### config.mk
export PLATFORM = sky130hd
export DESIGN_NAME = wb_initiator_flat
export DESIGN_NICKNAME = d
export VERILOG_FILES = /design/src/rtl/wb_initiator_pkg.sv /design/src/rtl/wb_initiator_if.sv /design/src/rtl/wb_initiator_timer.sv /design/src/rtl/wb_initiator.sv /design/src/flat_wrapper.sv
export SDC_FILE = /design/constraint.sdc
export NUM_CORES = 1
export LEC_CHECK = 0
export ABC_CLOCK_PERIOD_IN_PS = 1500
export BUFFER_PORTS_ARGS = -buffer_cell sky130_fd_sc_hd__buf_2
export CORE_UTILIZATION = 42
export CTS_CLUSTER_DIAMETER = 30
export DETAILED_ROUTE_END_ITERATION = 10
export PLACE_DENSITY = 0.76
export SLEW_MARGIN = 5
export SYNTH_ARGS = -nofsm -noshare
export SYNTH_HDL_FRONTEND = slang
export SYNTH_SLANG_ARGS = --single-unit
### constraint.sdc
create_clock -name wb_clk_i -period 1.5 [get_ports wb_clk_i]
set_clock_uncertainty 0.05 [all_clocks]
set_input_delay 0.3 -clock wb_clk_i [delete_from_list [all_inputs] [get_ports wb_clk_i]]
set_output_delay 0.3 -clock wb_clk_i [all_outputs]
set_load 0.02 [all_outputs]
### src/rtl/wb_initiator_pkg.sv
// Shared types and width constants for the Wishbone single-transaction initiator.
package wb_initiator_pkg;

    localparam int unsigned ADR_W = 32;
    localparam int unsigned DAT_W = 32;
    localparam int unsigned SEL_W = 4;
    localparam int unsigned CNT_W = 16;

    typedef enum logic [1:0] {
        IDLE = 2'd0,
        BUS  = 2'd1,
        RESP = 2'd2
    } state_e;

    // Command captured at acceptance and replayed on the bus for the whole cycle.
    typedef struct packed {
        logic             we;
        logic [ADR_W-1:0] adr;
        logic [DAT_W-1:0] dat;
        logic [SEL_W-1:0] sel;
    } req_t;

endpackage

### src/rtl/wb_initiator_if.sv
// Command/response handshake plus Wishbone master request/response signals.
interface wb_initiator_if;
    import wb_initiator_pkg::*;

    logic             cmd_valid;
    logic             cmd_ready;
    logic             cmd_we;
    logic [ADR_W-1:0] cmd_adr;
    logic [DAT_W-1:0] cmd_dat;
    logic [SEL_W-1:0] cmd_sel;

    logic             rsp_valid;
    logic             rsp_ready;
    logic [DAT_W-1:0] rsp_dat;
    logic             rsp_err;

    logic             wbm_cyc_o;
    logic             wbm_stb_o;
    logic             wbm_we_o;
    logic [SEL_W-1:0] wbm_sel_o;
    logic [ADR_W-1:0] wbm_adr_o;
    logic [DAT_W-1:0] wbm_dat_o;
    logic             wbm_ack_i;
    logic [DAT_W-1:0] wbm_dat_i;

    // Initiator side: accepts commands, returns responses, masters the bus.
    modport master (
        input  cmd_valid, cmd_we, cmd_adr, cmd_dat, cmd_sel, rsp_ready,
               wbm_ack_i, wbm_dat_i,
        output cmd_ready, rsp_valid, rsp_dat, rsp_err,
               wbm_cyc_o, wbm_stb_o, wbm_we_o, wbm_sel_o, wbm_adr_o, wbm_dat_o
    );

    // Environment side: command producer, response consumer and bus slave.
    modport slave (
        output cmd_valid, cmd_we, cmd_adr, cmd_dat, cmd_sel, rsp_ready,
               wbm_ack_i, wbm_dat_i,
        input  cmd_ready, rsp_valid, rsp_dat, rsp_err,
               wbm_cyc_o, wbm_stb_o, wbm_we_o, wbm_sel_o, wbm_adr_o, wbm_dat_o
    );

endinterface

### src/rtl/wb_initiator_timer.sv
// Bus-cycle watchdog: cleared on bus entry, counts unacknowledged bus clocks.
module wb_initiator_timer
    import wb_initiator_pkg::*;
#(
    parameter int unsigned LIMIT = 255
) (
    input  logic clk,
    input  logic rst_n,
    input  logic clear,
    input  logic enable,
    output logic expired_c
);

    localparam logic [CNT_W-1:0] LAST = CNT_W'(LIMIT - 1);

    logic [CNT_W-1:0] count_q;

    // Cycle counter; holds when not enabled.
    always_ff @(posedge clk or negedge rst_n) begin
        if (!rst_n) begin
            count_q <= '0;
        end else if (clear) begin
            count_q <= '0;
        end else if (enable) begin
            count_q <= count_q + CNT_W'(1);
        end
    end

    // Fires on the edge where the count would reach LIMIT.
    assign expired_c = enable && (count_q == LAST);

endmodule

### src/rtl/wb_initiator.sv
// Single-outstanding Wishbone initiator: command in, one bus cycle, response out.
// Optional bus-cycle timeout enabled by defining WB_INITIATOR_TIMEOUT_EN.
module wb_initiator
    import wb_initiator_pkg::*;
#(
    parameter int unsigned      TIMEOUT_CYCLES = 255,
    parameter logic [DAT_W-1:0] IDLE_RDATA     = 32'h0
) (
    input  logic           wb_clk_i,
    input  logic           wb_rst_ni,
    wb_initiator_if.master bus
);

    if (TIMEOUT_CYCLES < 1 || TIMEOUT_CYCLES > 65535) begin : g_bad_timeout
        $error("wb_initiator: TIMEOUT_CYCLES out of range 1..65535");
    end

    state_e           state_q, state_d;
    req_t             req_q, req_d;
    logic             cyc_q, cyc_d;
    logic             cmd_ready_q, cmd_ready_d;
    logic             rsp_valid_q, rsp_valid_d;
    logic [DAT_W-1:0] rsp_dat_q, rsp_dat_d;
    logic             rsp_err_q, rsp_err_d;

`ifdef WB_INITIATOR_TIMEOUT_EN
    logic tmr_clear;
    logic tmr_enable;
    logic tmr_expired_c;

    wb_initiator_timer #(
        .LIMIT (TIMEOUT_CYCLES)
    ) u_timer (
        .clk       (wb_clk_i),
        .rst_n     (wb_rst_ni),
        .clear     (tmr_clear),
        .enable    (tmr_enable),
        .expired_c (tmr_expired_c)
    );
`endif

    // State and all output registers.
    always_ff @(posedge wb_clk_i or negedge wb_rst_ni) begin
        if (!wb_rst_ni) begin
            state_q     <= IDLE;
            req_q       <= '0;
            cyc_q       <= 1'b0;
            cmd_ready_q <= 1'b0;
            rsp_valid_q <= 1'b0;
            rsp_dat_q   <= IDLE_RDATA;
            rsp_err_q   <= 1'b0;
        end else begin
            state_q     <= state_d;
            req_q       <= req_d;
            cyc_q       <= cyc_d;
            cmd_ready_q <= cmd_ready_d;
            rsp_valid_q <= rsp_valid_d;
            rsp_dat_q   <= rsp_dat_d;
            rsp_err_q   <= rsp_err_d;
        end
    end

    // Next-state and next-output decode.
    always_comb begin
        state_d     = state_q;
        req_d       = req_q;
        cyc_d       = cyc_q;
        cmd_ready_d = cmd_ready_q;
        rsp_valid_d = rsp_valid_q;
        rsp_dat_d   = rsp_dat_q;
        rsp_err_d   = rsp_err_q;
`ifdef WB_INITIATOR_TIMEOUT_EN
        tmr_clear   = 1'b0;
        tmr_enable  = 1'b0;
`endif
        unique case (state_q)
            IDLE: begin
                cmd_ready_d = 1'b1;
                cyc_d       = 1'b0;
                if (bus.cmd_valid && cmd_ready_q) begin
                    req_d.we    = bus.cmd_we;
                    req_d.adr   = bus.cmd_adr;
                    req_d.dat   = bus.cmd_dat;
                    req_d.sel   = bus.cmd_sel;
                    cyc_d       = 1'b1;
                    cmd_ready_d = 1'b0;
                    state_d     = BUS;
`ifdef WB_INITIATOR_TIMEOUT_EN
                    tmr_clear   = 1'b1;
`endif
                end
            end
            BUS: begin
                cmd_ready_d = 1'b0;
`ifdef WB_INITIATOR_TIMEOUT_EN
                tmr_enable  = !bus.wbm_ack_i;
`endif
                // Ack takes priority over a timeout on the same edge.
                if (bus.wbm_ack_i) begin
                    cyc_d       = 1'b0;
                    rsp_valid_d = 1'b1;
                    rsp_dat_d   = req_q.we ? IDLE_RDATA : bus.wbm_dat_i;
                    rsp_err_d   = 1'b0;
                    state_d     = RESP;
`ifdef WB_INITIATOR_TIMEOUT_EN
                end else if (tmr_expired_c) begin
                    cyc_d       = 1'b0;
                    rsp_valid_d = 1'b1;
                    rsp_dat_d   = IDLE_RDATA;
                    rsp_err_d   = 1'b1;
                    state_d     = RESP;
`endif
                end
            end
            RESP: begin
                cmd_ready_d = 1'b0;
                cyc_d       = 1'b0;
                if (bus.rsp_ready) begin
                    rsp_valid_d = 1'b0;
                    rsp_dat_d   = IDLE_RDATA;
                    rsp_err_d   = 1'b0;
                    cmd_ready_d = 1'b1;
                    state_d     = IDLE;
                end
            end
            default: begin
                cyc_d       = 1'b0;
                cmd_ready_d = 1'b0;
                rsp_valid_d = 1'b0;
                state_d     = IDLE;
            end
        endcase
    end

    assign bus.cmd_ready = cmd_ready_q;
    assign bus.rsp_valid = rsp_valid_q;
    assign bus.rsp_dat   = rsp_dat_q;
    assign bus.rsp_err   = rsp_err_q;
    assign bus.wbm_cyc_o = cyc_q;
    assign bus.wbm_stb_o = cyc_q;
    assign bus.wbm_we_o  = req_q.we;
    assign bus.wbm_adr_o = req_q.adr;
    assign bus.wbm_dat_o = req_q.dat;
    assign bus.wbm_sel_o = req_q.sel;

endmodule

### src/flat_wrapper.sv
// flat-port wrapper written by rule: the top's interface ports become plain ports
module wb_initiator_flat import wb_initiator_pkg::*;
#(
    parameter int unsigned      TIMEOUT_CYCLES = 255,
    parameter logic [DAT_W-1:0] IDLE_RDATA     = 32'h0
)
  (wb_clk_i, wb_rst_ni, bus_cmd_valid, bus_cmd_we, bus_cmd_adr, bus_cmd_dat, bus_cmd_sel, bus_rsp_ready, bus_wbm_ack_i, bus_wbm_dat_i, bus_cmd_ready, bus_rsp_valid, bus_rsp_dat, bus_rsp_err, bus_wbm_cyc_o, bus_wbm_stb_o, bus_wbm_we_o, bus_wbm_sel_o, bus_wbm_adr_o, bus_wbm_dat_o);
  wb_initiator_if bus_i ();
  input  logic wb_clk_i;
  input  logic wb_rst_ni;
  input wire logic [$bits(bus_i.cmd_valid)-1:0] bus_cmd_valid;
  input wire logic [$bits(bus_i.cmd_we)-1:0] bus_cmd_we;
  input wire logic [$bits(bus_i.cmd_adr)-1:0] bus_cmd_adr;
  input wire logic [$bits(bus_i.cmd_dat)-1:0] bus_cmd_dat;
  input wire logic [$bits(bus_i.cmd_sel)-1:0] bus_cmd_sel;
  input wire logic [$bits(bus_i.rsp_ready)-1:0] bus_rsp_ready;
  input wire logic [$bits(bus_i.wbm_ack_i)-1:0] bus_wbm_ack_i;
  input wire logic [$bits(bus_i.wbm_dat_i)-1:0] bus_wbm_dat_i;
  output wire logic [$bits(bus_i.cmd_ready)-1:0] bus_cmd_ready;
  output wire logic [$bits(bus_i.rsp_valid)-1:0] bus_rsp_valid;
  output wire logic [$bits(bus_i.rsp_dat)-1:0] bus_rsp_dat;
  output wire logic [$bits(bus_i.rsp_err)-1:0] bus_rsp_err;
  output wire logic [$bits(bus_i.wbm_cyc_o)-1:0] bus_wbm_cyc_o;
  output wire logic [$bits(bus_i.wbm_stb_o)-1:0] bus_wbm_stb_o;
  output wire logic [$bits(bus_i.wbm_we_o)-1:0] bus_wbm_we_o;
  output wire logic [$bits(bus_i.wbm_sel_o)-1:0] bus_wbm_sel_o;
  output wire logic [$bits(bus_i.wbm_adr_o)-1:0] bus_wbm_adr_o;
  output wire logic [$bits(bus_i.wbm_dat_o)-1:0] bus_wbm_dat_o;
  assign bus_i.cmd_valid = bus_cmd_valid;
  assign bus_i.cmd_we = bus_cmd_we;
  assign bus_i.cmd_adr = bus_cmd_adr;
  assign bus_i.cmd_dat = bus_cmd_dat;
  assign bus_i.cmd_sel = bus_cmd_sel;
  assign bus_i.rsp_ready = bus_rsp_ready;
  assign bus_i.wbm_ack_i = bus_wbm_ack_i;
  assign bus_i.wbm_dat_i = bus_wbm_dat_i;
  assign bus_cmd_ready = bus_i.cmd_ready;
  assign bus_rsp_valid = bus_i.rsp_valid;
  assign bus_rsp_dat = bus_i.rsp_dat;
  assign bus_rsp_err = bus_i.rsp_err;
  assign bus_wbm_cyc_o = bus_i.wbm_cyc_o;
  assign bus_wbm_stb_o = bus_i.wbm_stb_o;
  assign bus_wbm_we_o = bus_i.wbm_we_o;
  assign bus_wbm_sel_o = bus_i.wbm_sel_o;
  assign bus_wbm_adr_o = bus_i.wbm_adr_o;
  assign bus_wbm_dat_o = bus_i.wbm_dat_o;
  wb_initiator #(.TIMEOUT_CYCLES(TIMEOUT_CYCLES), .IDLE_RDATA(IDLE_RDATA)) u_core (.wb_clk_i(wb_clk_i), .wb_rst_ni(wb_rst_ni), .bus(bus_i));
endmodule
==> results.md, run 1 <==
* Number of synthesized register bits at ~110
* Post-route ant nets at 0
* Period utilization at 105%
* Die Y at 104 um
* Max Clk Rate at between 600 and 700 MHz
* Hold Crit Depth at 2
* Max VDD drop at approximately 0.00099 V
* Bufs and invs on worst path at 1
* Wire length on met2 at between 5 and 6 mm
* Row count at 36
* Core Footprint at between 9000 and 10000 um2
* Synthesis Warnings at 0
* Post-route cell area at roughly 6300 um2
* First-pass GRT wire length at between 15 and 20 mm
* Family with the most delay on the worst path: flip-flops
* Nets at slightly above 600
* Hold EP: u_core.bus.wbm_dat_o[2]
* Outcome: finished, violations left
* H-tree Lvls at 3
* Max incr delay on CP at 470 ps
* Startpoint Class: flip-flop
* DR top layer: met4
* Power per cell area at between 2000 and 2500 nW/um2
* DR iter-0 viols at 84
* WS Path Type: reg2reg
* Sequential area share after synthesis at 60.8%
* Die Area at about 11000 um2
* Post-DR vias/cell at approximately 4.9
* Final max-slew violation count at 0
* WL met3 at 682 um
* CP cell instances: nor2b_4 -> a22o_4 -> buf_12 -> mux2_4
* Diodes inserted at 0
* Mapped Cells at approximately 280
* RR Startpoint: u_core.state_q[0]
* Tot GR Track Use at between 10% and 20%
* Drt drc at 0
* Synth top area share at between 60% and 70%
* WL met1 at about 4.5 mm
* Worst setup EP type: flip-flop
* Initial antenna violation count at 0
* Routed vias at around 3100
* CP max FO at 8
* Failing checks: setup timing
* GPL Wtd Cong at roughly 0.74
* TritonCTS clock tree: yes
* Vias in the first global route at 3123
* Synth area leaders: dfrtp_1 61%, mux2_1 18%, mux2_4 10%
* Pleak at about 3.2 nW
* Hold violation total from the final report at 0
* Worst Path Required at 1680 ps
* Die Width at roughly 100 um
* R2r endpoint: u_core.bus.rsp_dat[4]
* Area leader, netlist: dfrtp_1
* MaxCap Viol Count at 0
* Setup ws final at -77.1 ps
* Reg-to-reg setup timing slack at -80 ps
* CTS Sinks at approximately 110
* GRT overflow at 0
* Mean Syn Cell Area at approximately 16 um2
* Syn Nets at 382
* Share of cells above drive strength 1 at between 60% and 70%
* Worst-case clock buffer depth at 2
* Worst reg2reg path depth at 4
* RSZ-0062 raised after global routing: yes
* Area grow syn2layout at 45.1%
* Dpl ws at -123 ps
* Final WL at around 10 mm
* TritonCTS Buffers at 9
* Worst skew pair latency at 360 ps
* DR WL/cell at 16.2 um
* Slowest-stage cell, CP: dfrtp_2
* Final Setup Violations at just under 80
* Initial core utilization at 44.0%
* Root buf cell: clkbuf_8
* CP Data Arrival Time at between 1500 and 2000 ps
* Area of the mapped netlist at ~4400 um2
* Cell variety after synth at 23
* DR pass1 iterations at 3
* # IOs at approximately 210
* Reg clk slew, reported paths at 100 ps
* Port Buffer Count at 210
* Final min period at 1580 ps
* Largest net degree at the start of global routing at 52
* Hold Crit Class: in2reg
* Fin util at between 60 and 70%
* Worst hold start: bus_cmd_dat[2]
* Placed instance area at 5710 um2
* Final HPWL DP at roughly 6.8 mm
## cells in the final DEF, fill, tap and decap left out, types with 2 or more instances in the layout
cell type and n:
mux2_1 23, buf_16 2, buf_2 208, buf_4 12, bufinv_16 2, nor2b_4 2
mux2_4 78, nor3b_1 31, buf_12 8, nor2_1 2, clkbuf_16 2, dfrtp_1 104
dfrtp_2 2, clkbuf_8 11, buf_6 4
## worst register-to-register path: stages (launching register included)
cell and delay (ps):
dfrtp_2 470, nor2b_4 150, a22o_4 310, buf_12 170, mux2_4 300
## worst max path at each step
stage / endpoint / cells past startpoint / from / slack (ps)
after floorplan: u_core.bus.wbm_adr_o[0] / 4 / u_core.bus.cmd_ready / -70
after global placement: u_core.bus.rsp_dat[11] / 4 / u_core.state_q[0] / -70
after detailed placement: u_core.bus.rsp_dat[4] / 4 / u_core.state_q[0] / -120
after CTS: u_core.bus.rsp_dat[4] / 4 / u_core.state_q[0] / -60
after global routing: u_core.bus.wbm_dat_o[29] / 5 / u_core.bus.cmd_ready / -90
final: u_core.bus.rsp_dat[4] / 4 / u_core.state_q[0] / -80
## cells in the mapped netlist
cell type  number
a22o_2          1
conb_1          1
buf_4           2
or2_2           1
o21ai_0         1
nor3b_1        32
mux2_1         70
dfrtp_1       106
mux2_4         30
nor2_1          2
nand2_1         2
buf_6           3
a21oi_1         1
a21o_1          1
buf_1           1
clkbuf_1        6
inv_1           1
a211oi_1        1
buf_2           8
nor2b_1         3
mux2_2          1
nor3_2          1
a22o_1          1
## stage by stage
step / setup TNS, ps / cells / power, W / hold slack [ps]
after floorplan: -5810 / 276 / 0.00911 / -45.6
after global placement: -2190 / 619 / 0.0112 / 140
after detailed placement: -5520 / 619 / 0.0114 / 144
after CTS: -1240 / 641 / 0.0138 / 81.2
after global routing: -5040 / 643 / 0.0154 / 83.8
final: -2510 / 643 / 0.0146 / 104
## kinds of logic (layout without fill, tap and decap cells)
kind of cell,after synthesis,count (layout),synth area share (%)
AND/OR/NAND/NOR,41,41,6.66
AO/OA/AOI/OAI,6,6,1.00
flip-flops,106,106,60.8
other,1,1,0.0860
buffers and inverters,21,255,2.73
multiplexers,101,101,28.7
## cell type report
class / instances / area, um2
clock inverters: 4 / 73.8
fillers: 735 / 3580
flip-flops and latches: 106 / 2660
multi-input cells: 149 / 1800
repair buffers: 238 / 1470
clock buffers: 12 / 155
inverters: 1 / 3.75
well taps: 133 / 166
## repair_timing
item | 4_1_cts | 5_1_grt
cloned | 1 | 2
hold endpoints to repair | 16 | 0
hold buffers | 1 | 0
endpoints found under the setup margin | 101 | 102
pin swaps | 2 | 0
buffers inserted | 4 | 0
gates resized for setup | 22 | 48
## layer usage
| layer | vias up | GRT usage [%] |
|---|---|---|
| met5 | - | 0 |
| li1 | 1429 | - |
| met4 | 0 | 7.86 |
| met2 | 145 | 29.7 |
| met3 | 18 | 4.14 |
| met1 | 1527 | 22.7 |
## sequential cells by signal, indices dropped and copies added (netlist names)
signal,flops
u_core.state_q,2
u_core.bus.wbm_dat_o,32
u_core.bus.wbm_cyc_o,1
u_core.bus.wbm_adr_o,32
u_core.bus.wbm_sel_o,4
u_core.bus.cmd_ready,1
u_core.bus.rsp_valid,1
u_core.bus.rsp_dat,32
u_core.bus.wbm_we_o,1
## where the power goes
group | leakage (nW) | internal, W | switching, W
combinational | 1.84 | 0.00387 | 0.00381
sequential | 1.29 | 0.00422 | 0.000774
clock | 0.117 | 0.00103 | 0.000912
total | 3.24 | 0.00912 | 0.00549
Note: power is estimated with default switching activity, not from simulation.
==> inputs of run 2 (changes only) <==
--- a/config.mk
+++ b/config.mk
@@ -7,10 +7,12 @@
 export LEC_CHECK = 0
 export ABC_CLOCK_PERIOD_IN_PS = 1500
 export BUFFER_PORTS_ARGS = -buffer_cell sky130_fd_sc_hd__buf_2
-export CORE_UTILIZATION = 42
+export CORE_UTILIZATION = 43
+export CTS_BUF_LIST = sky130_fd_sc_hd__clkbuf_4 sky130_fd_sc_hd__clkbuf_8
 export CTS_CLUSTER_DIAMETER = 30
 export DETAILED_ROUTE_END_ITERATION = 10
-export PLACE_DENSITY = 0.76
+export PLACE_DENSITY = 0.77
+export SETUP_SLACK_MARGIN = 0.02
 export SLEW_MARGIN = 5
 export SYNTH_ARGS = -nofsm -noshare
 export SYNTH_HDL_FRONTEND = slang
==> constraint.sdc (replaced) <==
create_clock -name wb_clk_i -period 1.5 [get_ports wb_clk_i]
set_clock_uncertainty 0.05 [all_clocks]
set_input_delay 0.225 -clock wb_clk_i [delete_from_list [all_inputs] [get_ports wb_clk_i]]
set_output_delay 0.225 -clock wb_clk_i [all_outputs]
set_load 0.02 [all_outputs]
==> run 2 against run 1 <==
Effect of this change: the flow still finishes with violations (setup timing); die area down 2.3%; power up 0.41%; wire length up 7.7%; combinational power up 4.7%; count of clock-buffer cells in the layout unchanged; sequential share of layout area down 0.29 points; global-route usage up 0.66 points; maximum frequency down 0.95%; first-iteration DRC count down 54%; via count down 0.35%.
==> results.md, run 2 (same netlist as run 1, synthesis figures left out) <==
* Root buf cell: clkbuf_8
* DR WL/cell at roughly 17 um
* DR pass1 iterations at 4
* Hold Crit Class: in2reg
* Post-route cell area at 6370 um2
* Core Footprint at roughly 10000 um2
* Pwr Total at ~0.015 W
* Pleak at approximately 3.3 nW
* RR Startpoint: u_core.state_q[1]
* Final HPWL DP at 7.04 mm
* First-pass GRT wire length at 14.9 mm
* Post-Route Setup TNS at -6160 ps
* CP Launch Point: u_core.state_q[1]
* Slowest-stage cell, CP: dfrtp_2
* Reg-to-reg setup timing slack at -90 ps
* Commonest non-fill, non-tap cells in the layout: 209 x buf_2, 104 x dfrtp_1, 89 x mux2_4
* Vias in the first global route at between 3000 and 4000
* Placed instance area at 5660 um2
* Worst-case clock buffer depth at 2
* Max incr delay on CP at 460 ps
* Worst reg2reg path depth at 4
* Worst Path Required at about 1700 ps
* Worst Setup EP: u_core.bus.wbm_dat_o[20]
* Final max-slew violation count at 0
* H-tree Lvls at 3
* Tot GR Track Use at between 10% and 20%
* CP max FO at 12
* Nets at around 610
* # IOs at 212
* TritonCTS clock tree: yes
* Final min period at about 1600 ps
* Initial antenna violation count at 0
* Max VDD drop at between 0.001 and 0.0015 V
* Post-route ant nets at 0
* RSZ-0062 raised after global routing: yes
* DR iter-0 viols at 39
* Die Y at ~100 um
* Die Width at 103 um
* WS Path Type: reg2reg
* Port Buffer Count at 210
* Routed vias at 3108
* Hold violation total from the final report at 0
* CP Data Arrival Time at around 1800 ps
* CTS Sinks at approximately 110
* Worst setup EP type: flip-flop
* Post-DR vias/cell at around 4.8
* Most common cell after layout, fill and taps aside: buf_2
* Max Clk Rate at 628 MHz
* Fin util at between 60% and 70%
* Worst skew pair latency at ~360 ps
* Initial core utilization at between 40% and 50%
* Setup ws final at -92.2 ps
* Share of cells above drive strength 1 at between 60% and 70%
* GPL Wtd Cong at 0.723
* TritonCTS Buffers at 9
* Diodes inserted at 0
* Period utilization at 106%
* CP cell instances: nor3_4 -> buf_6 -> buf_16 -> mux2_1
* Area grow syn2layout at 46.1%
* Reg clk slew, reported paths at roughly 100 ps
* Final Setup Violations at 101
* Final WL at approximately 11 mm
* MaxCap Viol Count at 0
* Largest net degree at the start of global routing at just under 60
* GRT overflow at 0
* Failing checks: setup timing
* Drt drc at 0
* Startpoint Class: flip-flop
* Die Area at 10500 um2
* Row count at 36
* Outcome: finished, violations left
* Power per cell area at roughly 2300 nW/um2
* R2r endpoint: u_core.bus.wbm_dat_o[20]
run 2: layer usage:
layer	share of wire [%]	global-route usage, %
met5	0	0
met2	50	33.3
met3	7.3	5.49
met4	1.4	5.60
met1	41	21.6
run 2: cell type report:
class	instances	area (um2)
clock inverters	4	26.3
flip-flops and latches	106	2660
fillers	762	3450
clock buffers	12	159
repair buffers	240	1520
inverters	1	3.75
well taps	133	166
multi-input cells	149	1840
run 2: power by group:
| part | total [W] | internal [W] | switching (W) |
|---|---|---|---|
| sequential | 0.00497 | 0.00421 | 0.000760 |
| clock | 0.00166 | 0.000712 | 0.000946 |
| combinational | 0.00804 | 0.00410 | 0.00395 |
| total | 0.0147 | 0.00902 | 0.00565 |
run 2: critical path, delay by kind of cell (launching register included):
| family | cells | cell delay (ps) |
|---|---|---|
| buffers and inverters | 2 | 340 |
| flip-flops | 1 | 460 |
| multiplexers | 1 | 330 |
| AND/OR/NAND/NOR | 1 | 290 |
run 2: through the flow:
step           cells  hold slack [ps]  worst slack [ps]
2_1_floorplan    276             -121             -65.6
3_3_place_gp     613              192             -57.3
3_5_place_dp     613              195             -98.9
4_1_cts          638             4.60             -82.3
5_1_grt          645             3.83              -133
6_report         645             18.4             -92.2
run 2: timing repair:
item                                    in CTS  in global routing
cloned                                       2                  6
endpoints found under the setup margin     102                102
hold buffers                                 1                  0
pin swaps                                    2                  1
setup buffers                                6                  2
resized for setup                           19                 61
hold endpoints to repair                   106                  0
run 2: how the worst min path moves through the flow:
stage | from | end | slack, ps | depth (start not counted)
floorplan | wb_rst_ni | u_core.bus.cmd_ready | -120 | 0
global placement | wb_rst_ni | u_core.bus.rsp_dat[28] | 190 | 2
detailed placement | wb_rst_ni | u_core.bus.rsp_dat[27] | 200 | 2
CTS | bus_cmd_dat[16] | u_core.bus.wbm_dat_o[16] | 5 | 2
global route | bus_cmd_dat[16] | u_core.bus.wbm_dat_o[16] | 4 | 2
finish | bus_cmd_dat[16] | u_core.bus.wbm_dat_o[16] | 20 | 2
==> inputs of run 3 (changes only) <==
==> constraint.sdc (replaced) <==
create_clock -name wb_clk_i -period 1.5 [get_ports wb_clk_i]
set_clock_uncertainty 0.05 [all_clocks]
set_input_delay 0.225 -clock wb_clk_i [delete_from_list [all_inputs] [get_ports wb_clk_i]]
set_output_delay 0.225 -clock wb_clk_i [all_outputs]
set_load 0.005 [all_outputs]
==> run 3 against run 2 <==
Effect of this change: the run still ends with setup timing left; worst hold slack improved by 11 ps; combinational power fell by 21%; worst setup slack improved by 17 ps; maximum frequency rose by 1.1%; wire length fell by 0.49%; design area rose by 0.53%; via count rose by 0.87%; utilization rose by 0.34 points; die area did not move; critical path depth did not move; global-route usage fell by 0.062 points; sequential power barely moved; critical path type unchanged; critical endpoint is now u_core.bus.rsp_dat[1].
==> results.md, run 3 (same netlist as run 1, synthesis figures left out) <==
* Final max-slew violation count at 0
* Worst setup EP type: flip-flop
* Most common cell after layout, fill and taps aside: buf_2
* Final HPWL DP at approximately 7.2 mm
* GRT overflow at 0
* Max Clk Rate at ~630 MHz
* DR WL/cell at 17.2 um
* Core Footprint at between 9000 and 10000 um2
* CP max FO at 6
* TritonCTS clock tree: yes
* Initial core utilization at 44.4%
* Max incr delay on CP at roughly 470 ps
* Bufs and invs on worst path at 1
* Startpoint Class: flip-flop
* DR iter-0 viols at a little under 60
* Inst Count DP at 615
* Setup ws final at -75.7 ps
* H-tree Lvls at 3
* Family with the most delay on the worst path: flip-flops
* Post-route insts no fill at 647
* Die Y at about 100 um
* Post-DR vias/cell at roughly 4.8
* CTS Sinks at 106
* # IOs at approximately 210
* Diodes inserted at 0
* Initial antenna violation count at 0
* WS Path Type: reg2reg
* RR Startpoint: u_core.state_q[0]
* Final WL at about 11 mm
* Die Width at approximately 100 um
* CP cell instances: nor2b_4 -> a22o_4 -> clkbuf_16 -> mux2_4
* Largest net degree at the start of global routing at 35
* Worst Path Required at 1700 ps
* Area grow syn2layout at 46.9%
* Row count at 36
* Period utilization at 105%
* Power per cell area at roughly 2000 nW/um2
* Pleak at 3.28 nW
* MaxCap Viol Count at 0
* Fill cell count at between 700 and 800
* Final min period at roughly 1600 ps
* CP Launch Point: u_core.state_q[0]
* Share of cells above drive strength 1 at about 67%
* Dpl ws at -142 ps
* Nets at 615
* Hold violation total from the final report at 0
* Worst hold start: bus_cmd_dat[16]
* Worst-case clock buffer depth at 2
* DR pass1 iterations at 4
* RSZ-0062 raised after global routing: yes
* Final Setup Violations at between 80 and 90
* GPL Wtd Cong at about 0.7
* Routed vias at 3135
* Worst skew pair latency at around 360 ps
* Commonest non-fill, non-tap cells in the layout: 209 x buf_2, 104 x dfrtp_1, 80 x mux2_4
* Root buf cell: clkbuf_8
* Drt drc at 0
* Failing checks: setup timing
* Slowest-stage cell, CP: dfrtp_2
* Max VDD drop at around 0.00093 V
* Die Area at about 11000 um2
* Port Buffer Count at 210
* CP Data Arrival Time at between 1500 and 2000 ps
* TritonCTS Buffers at 9
* Post-route ant nets at 0
* Reg clk slew, reported paths at 90 ps
* Hold Crit Class: in2reg
* First-pass GRT wire length at 14.8 mm
* Vias in the first global route at 3076
* Outcome: finished, violations left
* Fin util at ~65%
* Tot GR Track Use at between 10% and 20%
[run 3: cell types whose count changed in the layout (fill, tap and decap cells not counted), sizes merged]
cell and change:
clkinvlp -1, clkinv +1, clkbuf +1, bufinv +1
[run 3: where the power goes]
part	switching, W	internal [W]	total [W]
Clock	0.000916	0.000832	0.00175
Sequential	0.000767	0.00422	0.00498
Combinational	0.00235	0.00399	0.00634
Total	0.00404	0.00904	0.0131
[run 3: routing by layer]
metal,global-route usage [%],routed length [um],up-vias
met5,0,0,-
met4,7.36,214,0
met3,4.95,808,17
met2,32.8,5480,150
met1,21.5,4660,1532
li1,-,-,1436
[run 3: final timing paths]
check	endpoint	slack (ps)	cells after the start
worst min-delay path	u_core.bus.wbm_dat_o[16]	30	2
min in group asynchronous	u_core.bus.rsp_dat[28]	300	2
max in group asynchronous	u_core.bus.wbm_dat_o[30]	600	3
worst min register to register	u_core.bus.wbm_adr_o[13]	440	1
worst max register to register	u_core.bus.rsp_dat[1]	-80	4
worst max-delay path	u_core.bus.rsp_dat[1]	-80	4
[run 3: final cells by class]
cell class / instances / area [um2] / area share [%]
sequential: 106 / 2660 / 41.5
clock buffer: 11 / 145 / 2.27
multi-input combinational: 149 / 1810 / 28.2
tap: 133 / 166 / 2.60
clock inverter: 5 / 53.8 / 0.840
timing repair buffer: 242 / 1570 / 24.5
inverter: 1 / 3.75 / 0.0586
[run 3: repair_timing]
action                                 4_1_cts  5_1_grt
pin swaps                                    1        1
resized for setup                           19       48
buffers inserted                             4        1
hold buffers                                 1        0
endpoints found under the hold margin       24        0
setup endpoints to repair                  101      101
cloned                                       2        8
[run 3: through the flow]
step / total power [W] / setup TNS, ps / instance area [um2] / hold slack [ps]
floorplan: 0.00755 / -1790 / 4370 / -121
global placement: 0.00956 / -3100 / 5690 / 130
detailed placement: 0.00980 / -7670 / 5690 / 140
CTS: 0.0119 / -2020 / 6040 / 9.77
global route: 0.0139 / -7380 / 6400 / 14.3
finish: 0.0131 / -3240 / 6400 / 29.0
